==> src/rtl/reloj_mascota.sv <==
// Time-of-day counter for the pet game: seconds/minutes/hours/day driven by the
// rising edges of the divider's tick, with load, pause, demo acceleration and rollover strobes.
module reloj_mascota #(
    parameter int INIT_HORA = 8,
    parameter int DIA_W     = 8
) (
    input  logic             clk,
    input  logic             rst,
    input  logic             tick_in,
    input  logic             acelerar,
    input  logic             pausa,
    input  logic             cargar,
    input  logic [4:0]       hora_in,
    input  logic [5:0]       min_in,
    output logic [5:0]       seg,
    output logic [5:0]       minuto,
    output logic [4:0]       hora,
    output logic [DIA_W-1:0] dia,
    output logic             pulso_seg,
    output logic             pulso_min,
    output logic             pulso_hora,
    output logic             pulso_dia
);

    localparam logic [4:0] HORA_RST = 5'(INIT_HORA);

    logic             tick_d;
    logic             evento;
    logic             inc_min;
    logic             inc_hora;
    logic [5:0]       seg_n;
    logic [5:0]       minuto_n;
    logic [4:0]       hora_n;
    logic [DIA_W-1:0] dia_n;
    logic             p_seg_n;
    logic             p_min_n;
    logic             p_hora_n;
    logic             p_dia_n;

    assign evento = tick_in & ~tick_d;

    always_comb begin
        // NOTE: every signal gets a default first so no path leaves it unassigned (no latches).
        seg_n    = seg;
        minuto_n = minuto;
        hora_n   = hora;
        dia_n    = dia;
        p_seg_n  = 1'b0;
        p_min_n  = 1'b0;
        p_hora_n = 1'b0;
        p_dia_n  = 1'b0;
        inc_min  = 1'b0;
        inc_hora = 1'b0;

        if (cargar) begin
            hora_n   = (hora_in > 5'd23) ? 5'd23 : hora_in;
            minuto_n = (min_in > 6'd59) ? 6'd59 : min_in;
            seg_n    = 6'd0;
        end else if (!pausa && evento) begin
            // In demo mode a tick is worth a whole minute; seconds stay put.
            if (acelerar) begin
                inc_min = 1'b1;
            end else begin
                p_seg_n = 1'b1;
                if (seg == 6'd59) begin
                    seg_n   = 6'd0;
                    inc_min = 1'b1;
                end else begin
                    seg_n = seg + 6'd1;
                end
            end

            if (inc_min) begin
                p_min_n = 1'b1;
                if (minuto == 6'd59) begin
                    minuto_n = 6'd0;
                    inc_hora = 1'b1;
                end else begin
                    minuto_n = minuto + 6'd1;
                end
            end

            if (inc_hora) begin
                p_hora_n = 1'b1;
                if (hora == 5'd23) begin
                    hora_n  = 5'd0;
                    dia_n   = dia + DIA_W'(1);
                    p_dia_n = 1'b1;
                end else begin
                    hora_n = hora + 5'd1;
                end
            end
        end
    end

    // NOTE: sequential state uses non-blocking assignments so all registers update together.
    always_ff @(posedge clk or negedge rst) begin
        if (!rst) begin
            tick_d     <= 1'b0;
            seg        <= 6'd0;
            minuto     <= 6'd0;
            hora       <= HORA_RST;
            dia        <= '0;
            pulso_seg  <= 1'b0;
            pulso_min  <= 1'b0;
            pulso_hora <= 1'b0;
            pulso_dia  <= 1'b0;
        end else begin
            tick_d     <= tick_in;
            seg        <= seg_n;
            minuto     <= minuto_n;
            hora       <= hora_n;
            dia        <= dia_n;
            pulso_seg  <= p_seg_n;
            pulso_min  <= p_min_n;
            pulso_hora <= p_hora_n;
            pulso_dia  <= p_dia_n;
        end
    end

endmodule
==> config.mk <==
export PLATFORM = sky130hd
export DESIGN_NAME = reloj_mascota
export DESIGN_NICKNAME = d
export VERILOG_FILES = /design/src/rtl/reloj_mascota.sv
export SDC_FILE = /design/constraint.sdc
export NUM_CORES = 1
export LEC_CHECK = 0
export ABC_AREA = 1
export BUFFER_PORTS_ARGS = -buffer_cell sky130_fd_sc_hd__buf_2
export CAP_MARGIN = 20
export CELL_PAD_IN_SITES_DETAIL_PLACEMENT = 1
export CELL_PAD_IN_SITES_GLOBAL_PLACEMENT = 1
export CORE_MARGIN = 2
export CORE_UTILIZATION = 38
export DETAILED_ROUTE_END_ITERATION = 10
export HOLD_SLACK_MARGIN = 0.12
export PLACE_DENSITY = 0.77
export SETUP_SLACK_MARGIN = 0.5
export SLEW_MARGIN = 10
export SYNTH_ARGS = -nofsm -noshare
export SYNTH_HDL_FRONTEND = slang
export SYNTH_SLANG_ARGS = --single-unit
==> constraint.sdc <==
create_clock -name clk -period 1.9 [get_ports clk]
set_clock_uncertainty 0.1 [all_clocks]
set_input_delay 0.19 -clock clk [delete_from_list [all_inputs] [get_ports clk]]
set_output_delay 0.19 -clock clk [all_outputs]
set_load 0.02 [all_outputs]
==> results.json, run 1 <==
{
  "outcome": "completed",
  "clkLatencyLatePin_ns": 0.29,
  "grt_pass1_wl_mm": 8.404,
  "number_of_pins_with_negative_max_slew_slack_in_the_final_report": 0,
  "slew_headroom_pct": 53.21,
  "post-place-ws_ns": 0.2605,
  "dr.pass1.iters": 4,
  "yosysWarningCount": 0,
  "first_global_vias": 1839,
  "vdd_drop_max_v": 0.0003369,
  "synthesized_instance_count": 231,
  "criticalPathCategory": "flop to flop",
  "detail_route.wirelength_mm": 5.674,
  "fin_tns_setup_ns": 0,
  "tritoncts": "yes",
  "tritoncts_num_sinks": 30,
  "holdWs_ns": 0.1469,
  "avgViaCountPerCell": 5.000,
  "synth_seq_area_share_pct": 40.55,
  "h-tree-depth": 2,
  "min_path_type": "input pin to flop",
  "max_stage_delay_ns": 0.43,
  "number_of_synthesized_register_bits": 30,
  "num_vias": 1855,
  "antenna_cells_inserted": 0,
  "timing_worst_slew_pin_value_ns": 0.7018,
  "grt_overflow": 0,
  "final_net_count": 324,
  "placeable_core_area_sq_um": 4723,
  "worst-path-max-fanout": 5,
  "initial_core_util_pct": 39.26,
  "worstSetupStartpointType": "flop",
  "drt-wirelength-per-cell_microns": 15.29,
  "grt_antenna_before_repair": 0,
  "track_usage_pct": 20.40,
  "placed_cell_area_sq_um": 2198,
  "core_rows": 25,
  "stdcell_count": 371,
  "synth.lib_cells_used.distinct": 31,
  "syn_area_per_cell_sq_um": 8.027,
  "crit_chain": "ha_4 -> inv_2 -> nor2_4 -> nand3_4 -> nand2_4 -> nand2_4 -> nand2_8 -> nand3_1 -> nand2_1",
  "cts_max_path_buffers": 2,
  "net_count_after_synthesis": 252,
  "crit_top_cell": "sky130_fd_sc_hd__nand2_4",
  "fin_crit_sh_pct": 79.72,
  "hold_viol": 0,
  "final_layout_size_suffix_gt1_share_pct": 40.13,
  "cpLargestDelayFamily": "simple AND/OR/NAND/NOR gates",
  "rsz_0062_raised_after_global_routing": "yes",
  "worst_setup_path_end_kind": "flop",
  "critical_path.startpoint": "seg[1]$_DFFE_PN0P_",
  "synth_area_sq_um": 1854,
  "worst_setup_hold_path_clk_slew_ns": 0.07,
  "leakagePower_nw": 1.293,
  "die_h_microns": 73.86,
  "regArea_sq_um": 763.2,
  "chipWidth_microns": 73.86,
  "detailedRoute.firstIterationViolations": 86,
  "critical_path.slowest_cell": "sky130_fd_sc_hd__dfrtp_2",
  "layout.cells.most_common_list": "70 x sky130_fd_sc_hd__nand2_1, 45 x sky130_fd_sc_hd__buf_2, 20 x sky130_fd_sc_hd__inv_1, 20 x sky130_fd_sc_hd__dfrtp_1, 16 x sky130_fd_sc_hd__nand3_1",
  "multi_input_gate_area_in_the_final_layout_sq_um": 1175,
  "post-route-drc-count": 0,
  "syn2layout_area_growth_pct": 40.76,
  "post-dp-hpwl_mm": 3.618,
  "io_pins": 46,
  "cts_made_buffers": 5,
  "final_common_cell": "sky130_fd_sc_hd__nand2_1",
  "finalSetupViolations": 0,
  "final_cell_area_sq_um": 2610,
  "grt_start_max_net_pins": 31,
  "timing.hold.worst.start": "min_in[5]",
  "fin_crit_ns": 1.515,
  "finalWeightedCongestion": 0.7764,
  "crit-reg2reg-launch": "seg[1]$_DFFE_PN0P_",
  "critical_path_arrival_ns": 1.60,
  "fmaxAchievable_ghz": 0.6602,
  "fp.dieArea_sq_um": 5455,
  "finalWorstSetupSlack_ns": 0.3853,
  "cts.root.buffer_cell": "sky130_fd_sc_hd__clkbuf_8",
  "placed_cells": 340,
  "fillerInstances": 580,
  "drt.antenna.violating_nets": 0,
  "power_density_nw_per_um2": 694.8,
  "cp.required_ns": 1.98,
  "number_of_maximum_capacitance_violations": 0,
  "io_buffers": 45,
  "crit_buf_inv": 1
}
## worst reg2reg max path, delay by kind of cell (launching register included)
kind | cells | cell delay (ns)
adders and majority gates | 1 | 0.17
buffers and inverters | 1 | 0.07
DFF | 1 | 0.43
and+or+nand+nor | 7 | 0.66
## cell type report
cell class	count	share of cell area, %
repair buffers	66	16.01
clock buffers	8	3.068
flip-flops and latches	30	29.24
inverters	24	3.452
well taps	67	3.212
multi-input cells	176	45.01
## kinds of logic (layout without fill, tap and decap cells)
| family | count (synthesis) | after routing | share of synthesized area (%) |
|---|---|---|---|
| adders and majority gates | 4 | 4 | 2.699 |
| AOI/OAI and AO/OA | 19 | 19 | 6.477 |
| muxes | 1 | 1 | 0.5398 |
| xor gates and xnor gates | 10 | 10 | 4.724 |
| DFF | 30 | 30 | 40.55 |
| and+or+nand+nor | 140 | 142 | 38.66 |
| buffers and inverters | 27 | 98 | 6.342 |
## registers in the layout, summed over array words and instances (netlist names)
| signal | flops |
|---|---|
| minuto | 6 |
| tick_d | 1 |
| pulso_hora | 1 |
| pulso_seg | 1 |
| pulso_min | 1 |
| dia | 8 |
| hora | 5 |
| pulso_dia | 1 |
| seg | 6 |
## per-layer routing
layer  share of wire (%)  vias to the layer above  track usage (%)
met3                 3.5                       11            5.075
met1                  41                      907            23.85
met4                 1.7                        0            4.848
met2                  53                       42            37.10
met5                   0                        -                0
li1                    -                      895                -
## metrics by stage
stage | utilization (%) | power [mW]
finish | 55.26 | 1.814
global route | 55.26 | 1.921
CTS | 51.50 | 1.774
detailed placement | 46.54 | 1.229
global placement | 46.54 | 1.219
floorplan | - | 1.076
## worst paths after layout
kind                       depth (start not counted)  slack, ns                     to
setup / recovery                                   9       0.39    hora[0]$_DFFE_PN0P_
hold / removal                                     5       0.15  minuto[5]$_DFFE_PN0P_
setup reg to reg                                   9       0.39    hora[0]$_DFFE_PN0P_
hold reg to reg                                    2       0.42    hora[3]$_DFFE_PN1P_
max in group asynchronous                          2       0.81     seg[1]$_DFFE_PN0P_
min in group asynchronous                          2       0.40    pulso_seg$_DFF_PN0_
## where the power goes
part	internal [mW]	switching [mW]	total [mW]
Clock	0.260	0.241	0.501
Combinational	0.211	0.318	0.529
Sequential	0.702	0.0815	0.783
Total	1.17	0.641	1.81
## Yosys cell counts
master | count | area share (%)
sky130_fd_sc_hd__dfstp_2 | 1 | 1.4
sky130_fd_sc_hd__buf_6 | 2 | 1.2
sky130_fd_sc_hd__nand3_2 | 2 | 1.1
sky130_fd_sc_hd__nor3b_2 | 1 | 0.67
sky130_fd_sc_hd__nand4_1 | 10 | 3.4
sky130_fd_sc_hd__nand3_1 | 21 | 5.7
sky130_fd_sc_hd__a21oi_1 | 2 | 0.54
sky130_fd_sc_hd__xnor2_1 | 3 | 1.4
sky130_fd_sc_hd__o21bai_1 | 2 | 0.81
sky130_fd_sc_hd__nand3b_4 | 1 | 1.1
sky130_fd_sc_hd__nor2_1 | 16 | 3.2
sky130_fd_sc_hd__nand4_4 | 1 | 1.1
sky130_fd_sc_hd__or2_2 | 1 | 0.34
sky130_fd_sc_hd__xor2_1 | 7 | 3.3
sky130_fd_sc_hd__o21ai_2 | 1 | 0.47
sky130_fd_sc_hd__mux2i_1 | 1 | 0.54
sky130_fd_sc_hd__inv_2 | 4 | 0.81
sky130_fd_sc_hd__nand2_4 | 3 | 1.8
sky130_fd_sc_hd__ha_1 | 4 | 2.7
sky130_fd_sc_hd__nor2_2 | 2 | 0.67
sky130_fd_sc_hd__buf_2 | 1 | 0.27
sky130_fd_sc_hd__o21ai_1 | 2 | 0.54
sky130_fd_sc_hd__dfrtp_1 | 29 | 39
sky130_fd_sc_hd__nand3_4 | 2 | 1.9
sky130_fd_sc_hd__nand2_1 | 73 | 15
sky130_fd_sc_hd__a21oi_4 | 1 | 0.88
sky130_fd_sc_hd__nand2_2 | 5 | 1.7
sky130_fd_sc_hd__nor2_4 | 2 | 1.2
sky130_fd_sc_hd__o22ai_1 | 4 | 1.3
sky130_fd_sc_hd__o21ai_0 | 7 | 1.9
sky130_fd_sc_hd__inv_1 | 20 | 4.0
## repair_timing
item,in CTS,in global routing
pin swaps,5,11
cloned,0,2
gates resized for setup,5,22
hold buffers,3,1
buffers inserted,11,6
endpoints found under the hold margin,32,1
setup endpoints to repair,27,27
Note: power is estimated with default switching activity, not from simulation.
==> run 2, diff against run 1 <==
Settings changed: CORE_UTILIZATION 38 to 35, PLACE_DENSITY 0.77 to 0.75.
Clock period 1.9 ns to 1.2 ns, I/O delays scaled along.
==> run 2 against run 1 <==
The run now ends with negative hold slack, negative setup slack left. Hold slack lost 0.18 ns. Sequential cell count is the same. Cell area grew 16%. Register-to-register slack lost 0.67 ns. Critical path depth shrank 2. First-iteration DRC count grew 3.5%. Fmax grew 1.7%. Sequential power grew 56%. Worst setup slack lost 0.67 ns. Clock power grew 68%. Utilization grew 4.0 points. Combinational power grew 120%. Critical path type unchanged. Critical endpoint is now dia[1]$_DFFE_PN0P_.
==> results.json, run 2 (synthesis gave the netlist of run 1 again) <==
{
  "outcome": "complete, but fails checks",
  "violations": "negative hold slack, negative setup slack",
  "placeable_core_area_sq_um": 5107,
  "grt_pass1_wl_mm": 9.777,
  "cts_made_buffers": 5,
  "h-tree-depth": 2,
  "grt_antenna_before_repair": 0,
  "cts.root.buffer_cell": "sky130_fd_sc_hd__clkbuf_8",
  "fin_tns_setup_ns": -6.606,
  "dr.pass1.iters": 4,
  "drt-wirelength-per-cell_microns": 14.93,
  "antenna_cells_inserted": 0,
  "fin_crit_ns": 1.489,
  "total_power_mw": 3.198,
  "slew_headroom_pct": 78.40,
  "fp.dieArea_sq_um": 5896,
  "power_density_nw_per_um2": 1056,
  "p_int_mw": 2.144,
  "finalWorstSetupSlack_ns": -0.2891,
  "pwr-share-comb_pct": 35.5,
  "leakagePower_nw": 1.503,
  "number_of_pins_with_negative_max_slew_slack_in_the_final_report": 0,
  "worstSetupStartpointType": "flop",
  "largest_reg_flops": 8,
  "drt.antenna.violating_nets": 0,
  "hold_viol": 2,
  "finalSetupViolations": 34,
  "vdd_drop_max_v": 0.0006622,
  "num_vias": 1958,
  "seqPwrFrac_pct": 38.1,
  "final_net_count": 354,
  "grt_start_max_net_pins": 31,
  "cts_max_path_buffers": 2,
  "clkLatencyLatePin_ns": 0.28,
  "worst_setup_path_end_kind": "flop",
  "cts_hold_buffers": 2,
  "die_h_microns": 76.79,
  "fmaxAchievable_ghz": 0.6715,
  "post-route-drc-count": 0,
  "tritoncts_num_sinks": 30,
  "post-dp-hpwl_mm": 3.872,
  "largest_registers": "dia (8), minuto (6), seg (6)",
  "rsz_0062_raised_after_global_routing": "yes",
  "detailedRoute.firstIterationViolations": 89,
  "avgViaCountPerCell": 4.847,
  "timing_worst_slew_pin_value_ns": 0.3236,
  "net_switching_share_of_the_total_power_pct": 32.94,
  "syn2layout_area_growth_pct": 63.29,
  "critical_path_arrival_ns": 1.61,
  "clock_power_share_pct": 26.3,
  "number_of_maximum_capacitance_violations": 0,
  "p_sw_mw": 1.053,
  "worst_setup_hold_path_clk_slew_ns": 0.06,
  "finalWeightedCongestion": 0.8185,
  "initial_core_util_pct": 36.31,
  "tritoncts": "yes",
  "min_path_type": "input pin to flop",
  "holdWs_ns": -0.03250,
  "cp.required_ns": 1.32,
  "chipWidth_microns": 76.79,
  "grt_overflow": 0,
  "largest_register": "dia",
  "track_usage_pct": 20.80,
  "worst-path-max-fanout": 8,
  "first_global_vias": 2137,
  "io_pins": 46,
  "detail_route.wirelength_mm": 6.032,
  "fin_crit_sh_pct": 124.1,
  "criticalPathCategory": "flop to flop",
  "final_layout_size_suffix_gt1_share_pct": 44.91,
  "io_buffers": 45,
  "core_rows": 26,
  "final_common_cell": "sky130_fd_sc_hd__nand2_1",
  "layout.cells.most_common_list": "72 x sky130_fd_sc_hd__nand2_1, 50 x sky130_fd_sc_hd__buf_6, 27 x sky130_fd_sc_hd__buf_4, 20 x sky130_fd_sc_hd__inv_1, 19 x sky130_fd_sc_hd__nand3_1"
}
==> run 2: area by class of cell <==
cell class,count,area [sq um]
fill,605,2079
multi-input combinational,175,1082
clock inverter,1,5.005
timing repair buffer,97,908.4
clock buffer,7,86.33
inverter,24,90.09
tap,70,87.58
sequential,30,768.2
==> run 2: layer usage <==
layer	global-route usage, %	wire [microns]	share of wire (%)	vias to the layer above
met5	0	0	0	-
met3	4.118	223	3.7	12
met4	7.273	117	1.9	0
met2	37.54	3125	52	54
met1	24.37	2565	43	938
li1	-	-	-	954
==> run 2: worst max-delay path, stage by stage (launching register included) <==
cell and delay (ns):
sky130_fd_sc_hd__dfrtp_2 0.39, sky130_fd_sc_hd__ha_4 0.15, sky130_fd_sc_hd__inv_2 0.04, sky130_fd_sc_hd__nor2_4 0.09, sky130_fd_sc_hd__nand3_4 0.14, sky130_fd_sc_hd__a21oi_4 0.28, sky130_fd_sc_hd__nand4_1 0.16, sky130_fd_sc_hd__nand2_1 0.08
==> run 2: path summary, 6_finish.rpt <==
check | slack (ns) | start | depth (start not counted) | end
max | -0.29 | seg[0]$_DFFE_PN0P_ | 7 | dia[1]$_DFFE_PN0P_
min | -0.03 | acelerar | 2 | pulso_seg$_DFF_PN0_
max reg2reg | -0.29 | seg[0]$_DFFE_PN0P_ | 7 | dia[1]$_DFFE_PN0P_
min reg2reg | 0.46 | dia[4]$_DFFE_PN0P_ | 2 | dia[4]$_DFFE_PN0P_
max in group asynchronous | 0.53 | rst | 3 | hora[3]$_DFFE_PN1P_
min in group asynchronous | 0.22 | rst | 3 | seg[4]$_DFFE_PN0P_
==> run 2: power groups by stage <==
stage / Sequential [mW] / Clock (mW) / Combinational [mW]
3_3_place_gp: 1.22 / 0 / 0.881
4_1_cts: 1.22 / 0.870 / 1.10
5_1_grt: 1.23 / 0.909 / 1.24
3_5_place_dp: 1.22 / 0 / 0.891
6_report: 1.22 / 0.842 / 1.14
2_1_floorplan: 1.36 / 0 / 0.352
==> run 2: metrics by stage <==
stage,instance area [sq um],setup WS [ns],hold WS (ns),utilization (%),cells
5_1_grt,3028,-0.3755,-0.03586,59.28,404
2_1_floorplan,1923,-0.2301,-0.2756,-,231
6_report,3028,-0.2891,-0.03250,59.28,404
3_3_place_gp,2466,-0.2103,-0.01358,48.29,374
4_1_cts,2937,-0.2429,-0.05256,57.50,397
3_5_place_dp,2466,-0.2363,-0.01329,48.29,374
==> run 2: repair_timing <==
action	4_1_cts	5_1_grt
setup endpoints to repair	58	59
pin swaps	2	2
buffers inserted	13	6
gates resized for setup	78	12
gates cloned	0	1
hold endpoints to repair	40	4
==> run 3, diff against run 2 <==
Settings changed: ABC_AREA 1 to default, PLACE_DENSITY 0.75 to 0.73.
==> run 3 against run 2 <==
The run still ends with negative hold slack, negative setup slack left. Largest cell class is now non-clock buffers. Synthesized cell count fell by 29%. Non-clock buffer count rose by 30. Highest routed layer unchanged. Clock-buffer cell count did not move.
==> results.json, run 3 <==
{
  "outcome": "complete, but fails checks",
  "violations": "negative hold slack, negative setup slack",
  "cpLargestDelayFamily": "simple AND/OR/NAND/NOR gates",
  "synthTopCellsByCount": "29 x sky130_fd_sc_hd__dfrtp_1, 13 x sky130_fd_sc_hd__nand2_1, 12 x sky130_fd_sc_hd__nand3_1, 8 x sky130_fd_sc_hd__nor2_1, 8 x sky130_fd_sc_hd__xor2_1",
  "antenna_cells_inserted": 0,
  "max_stage_delay_ns": 0.50,
  "critical_path.slowest_cell": "sky130_fd_sc_hd__or4b_4",
  "syn_area_per_cell_sq_um": 10.22,
  "netlist.area_leader.share_pct": 43.58,
  "grt_overflow": 0,
  "drt.antenna.violating_nets": 0,
  "clkLatencyLatePin_ns": 0.29,
  "first_global_vias": 2131,
  "worst-path-max-fanout": 7,
  "post-route-drc-count": 0,
  "crit-reg2reg-launch": "tick_d$_DFF_PN0_",
  "timing_worst_slew_pin_value_ns": 0.3482,
  "worst_setup_path_end_kind": "flop",
  "grt_pass1_wl_mm": 10.92,
  "track_usage_pct": 27.51,
  "slew_headroom_pct": 76.58,
  "most_used_dff_post_synth": "sky130_fd_sc_hd__dfrtp_1",
  "synthesized_instance_count": 163,
  "fillerInstances": 462,
  "syn2layout_area_growth_pct": 97.82,
  "worstRegToRegCells": 5,
  "power_density_nw_per_um2": 841.1,
  "num_vias": 2034,
  "synth_area_sq_um": 1665,
  "post-dp-hpwl_mm": 3.961,
  "avgViaCountPerCell": 5.862,
  "drt-wirelength-per-cell_microns": 24.78,
  "number_of_synthesized_register_bits": 30,
  "finalSetupViolations": 40,
  "synth_edf_count": 0,
  "io_pins": 46,
  "placed_cell_area_sq_um": 2410,
  "rrSetupSlack_ns": -0.83,
  "criticalPathCategory": "flop to flop",
  "cts_made_buffers": 5,
  "tritoncts": "yes",
  "yosysWarningCount": 0,
  "synthDominantAreaCellType": "sky130_fd_sc_hd__dfrtp_1",
  "rsz_0062_raised_after_global_routing": "yes",
  "largest_reg_flops": 8,
  "synth.lib_cells_used.distinct": 52,
  "worstSetupStartpointType": "flop",
  "critical_path_arrival_ns": 2.11,
  "crit_buf_inv": 2,
  "final_net_count": 313,
  "detailedRoute.firstIterationViolations": 95,
  "final_cell_area_sq_um": 3294,
  "post-synth-top-count-cell": "sky130_fd_sc_hd__dfrtp_1",
  "final_common_cell": "sky130_fd_sc_hd__buf_6",
  "io_buffers": 45,
  "placeable_core_area_sq_um": 4661,
  "die_h_microns": 72.98,
  "grt_start_max_net_pins": 18,
  "finalWorstSetupSlack_ns": -0.8300,
  "fin_crit_sh_pct": 169.2,
  "core_rows": 25,
  "synth_async_sr_flop_share_pct": 100.0,
  "detail_route.wirelength_mm": 8.599,
  "largest_registers": "dia (8), minuto (6), seg (6)",
  "number_of_maximum_capacitance_violations": 0,
  "holdWs_ns": -0.3724,
  "chipWidth_microns": 72.98,
  "fp.dieArea_sq_um": 5326,
  "vdd_drop_max_v": 0.0006675,
  "leakagePower_nw": 1.517,
  "post_synth_main_area_contributors": "sky130_fd_sc_hd__dfrtp_1 44%, sky130_fd_sc_hd__xor2_1 4.2%, sky130_fd_sc_hd__nand3_1 3.6%",
  "hold_viol": 32,
  "h-tree-depth": 2,
  "fin_crit_ns": 2.030,
  "cts_max_path_buffers": 2,
  "critical_path.reg2reg.endpoint": "minuto[0]$_DFFE_PN0P_",
  "number_of_pins_with_negative_max_slew_slack_in_the_final_report": 0,
  "final_layout_size_suffix_gt1_share_pct": 66.89,
  "cts.root.buffer_cell": "sky130_fd_sc_hd__clkbuf_8",
  "finalWeightedCongestion": 0.7725,
  "cp.required_ns": 1.27,
  "layout.cells.most_common_list": "58 x sky130_fd_sc_hd__buf_6, 49 x sky130_fd_sc_hd__buf_4, 17 x sky130_fd_sc_hd__dfrtp_1, 16 x sky130_fd_sc_hd__buf_2, 12 x sky130_fd_sc_hd__dfrtp_2",
  "grt_antenna_before_repair": 0,
  "initial_core_util_pct": 35.73,
  "dr.pass1.iters": 4,
  "largest_register": "dia",
  "min_path_type": "input pin to asynchronous set/reset pin",
  "fmaxAchievable_ghz": 0.4926,
  "tritoncts_num_sinks": 30,
  "synth_seq_area_share_pct": 45.15,
  "net_count_after_synthesis": 184,
  "worst_setup_hold_path_clk_slew_ns": 0.07,
  "crit_chain": "or4b_4 -> buf_4 -> buf_12 -> or3_4 -> o211ai_1"
}
## run 3: cells by family after synthesis
kind of cell    share of synthesized area [%]
xor+xnor                                4.208
compound gates                          15.63
mux                                     2.479
fa+ha+maj                               3.005
buf+inv                                 4.057
simple gates                            25.47
flops                                   45.15
## run 3: worst max path at each step
stage / startpoint / endpoint / slack [ns] / cells past startpoint
global route: hora[1]$_DFFE_PN0P_ / dia[6]$_DFFE_PN0P_ / -0.90 / 5
global placement: tick_d$_DFF_PN0_ / dia[2]$_DFFE_PN0P_ / -0.67 / 4
finish: tick_d$_DFF_PN0_ / minuto[0]$_DFFE_PN0P_ / -0.83 / 5
CTS: tick_d$_DFF_PN0_ / dia[2]$_DFFE_PN0P_ / -0.73 / 4
floorplan: tick_d$_DFF_PN0_ / dia[2]$_DFFE_PN0P_ / -0.86 / 6
detailed placement: tick_d$_DFF_PN0_ / hora[3]$_DFFE_PN1P_ / -0.74 / 6
## run 3: final cells by class
class                           count  area, sq um  area share, %
Clock inverter                      1        5.005         0.1519
Timing Repair Buffer              127         1181          35.85
Inverter                            7        26.28         0.7976
Sequential cell                    30        767.0          23.28
Clock buffer                        7        86.33          2.621
Multi-Input combinational cell    121         1161          35.24
Tap cell                           54        67.56          2.051
## run 3: metal layers
metal | track usage (%) | vias to the layer above | part of all wire (%)
met4 | 11.73 | 0 | 3.7
met5 | 0 | - | 0
li1 | - | 877 | -
met2 | 49.25 | 96 | 53
met3 | 6.215 | 26 | 4.7
met1 | 31.06 | 1035 | 39
## run 3: repair_timing
item / 4_1_cts / 5_1_grt
pin swaps: 17 / 8
endpoints found under the setup margin: 58 / 58
buffers inserted: 16 / 12
hold endpoints to repair: 41 / 40
gates resized for setup: 109 / 33
## run 3: report_power, final
group	switching, mW	total, mW	internal, mW
registers	0.0549	1.12	1.06
clock network	0.396	0.858	0.462
logic	0.404	0.794	0.391
total	0.854	2.77	1.92
## run 3: stage by stage
stage | setup WS [ns] | setup TNS, ns | std cells | power [mW] | util [%]
floorplan | -0.8556 | -16.07 | 163 | 1.354 | -
global placement | -0.6672 | -15.15 | 311 | 1.621 | 51.70
detailed placement | -0.7360 | -16.44 | 311 | 1.637 | 51.70
CTS | -0.7269 | -16.15 | 335 | 2.632 | 64.75
global route | -0.9028 | -20.50 | 347 | 2.865 | 70.68
finish | -0.8300 | -19.02 | 347 | 2.771 | 70.68
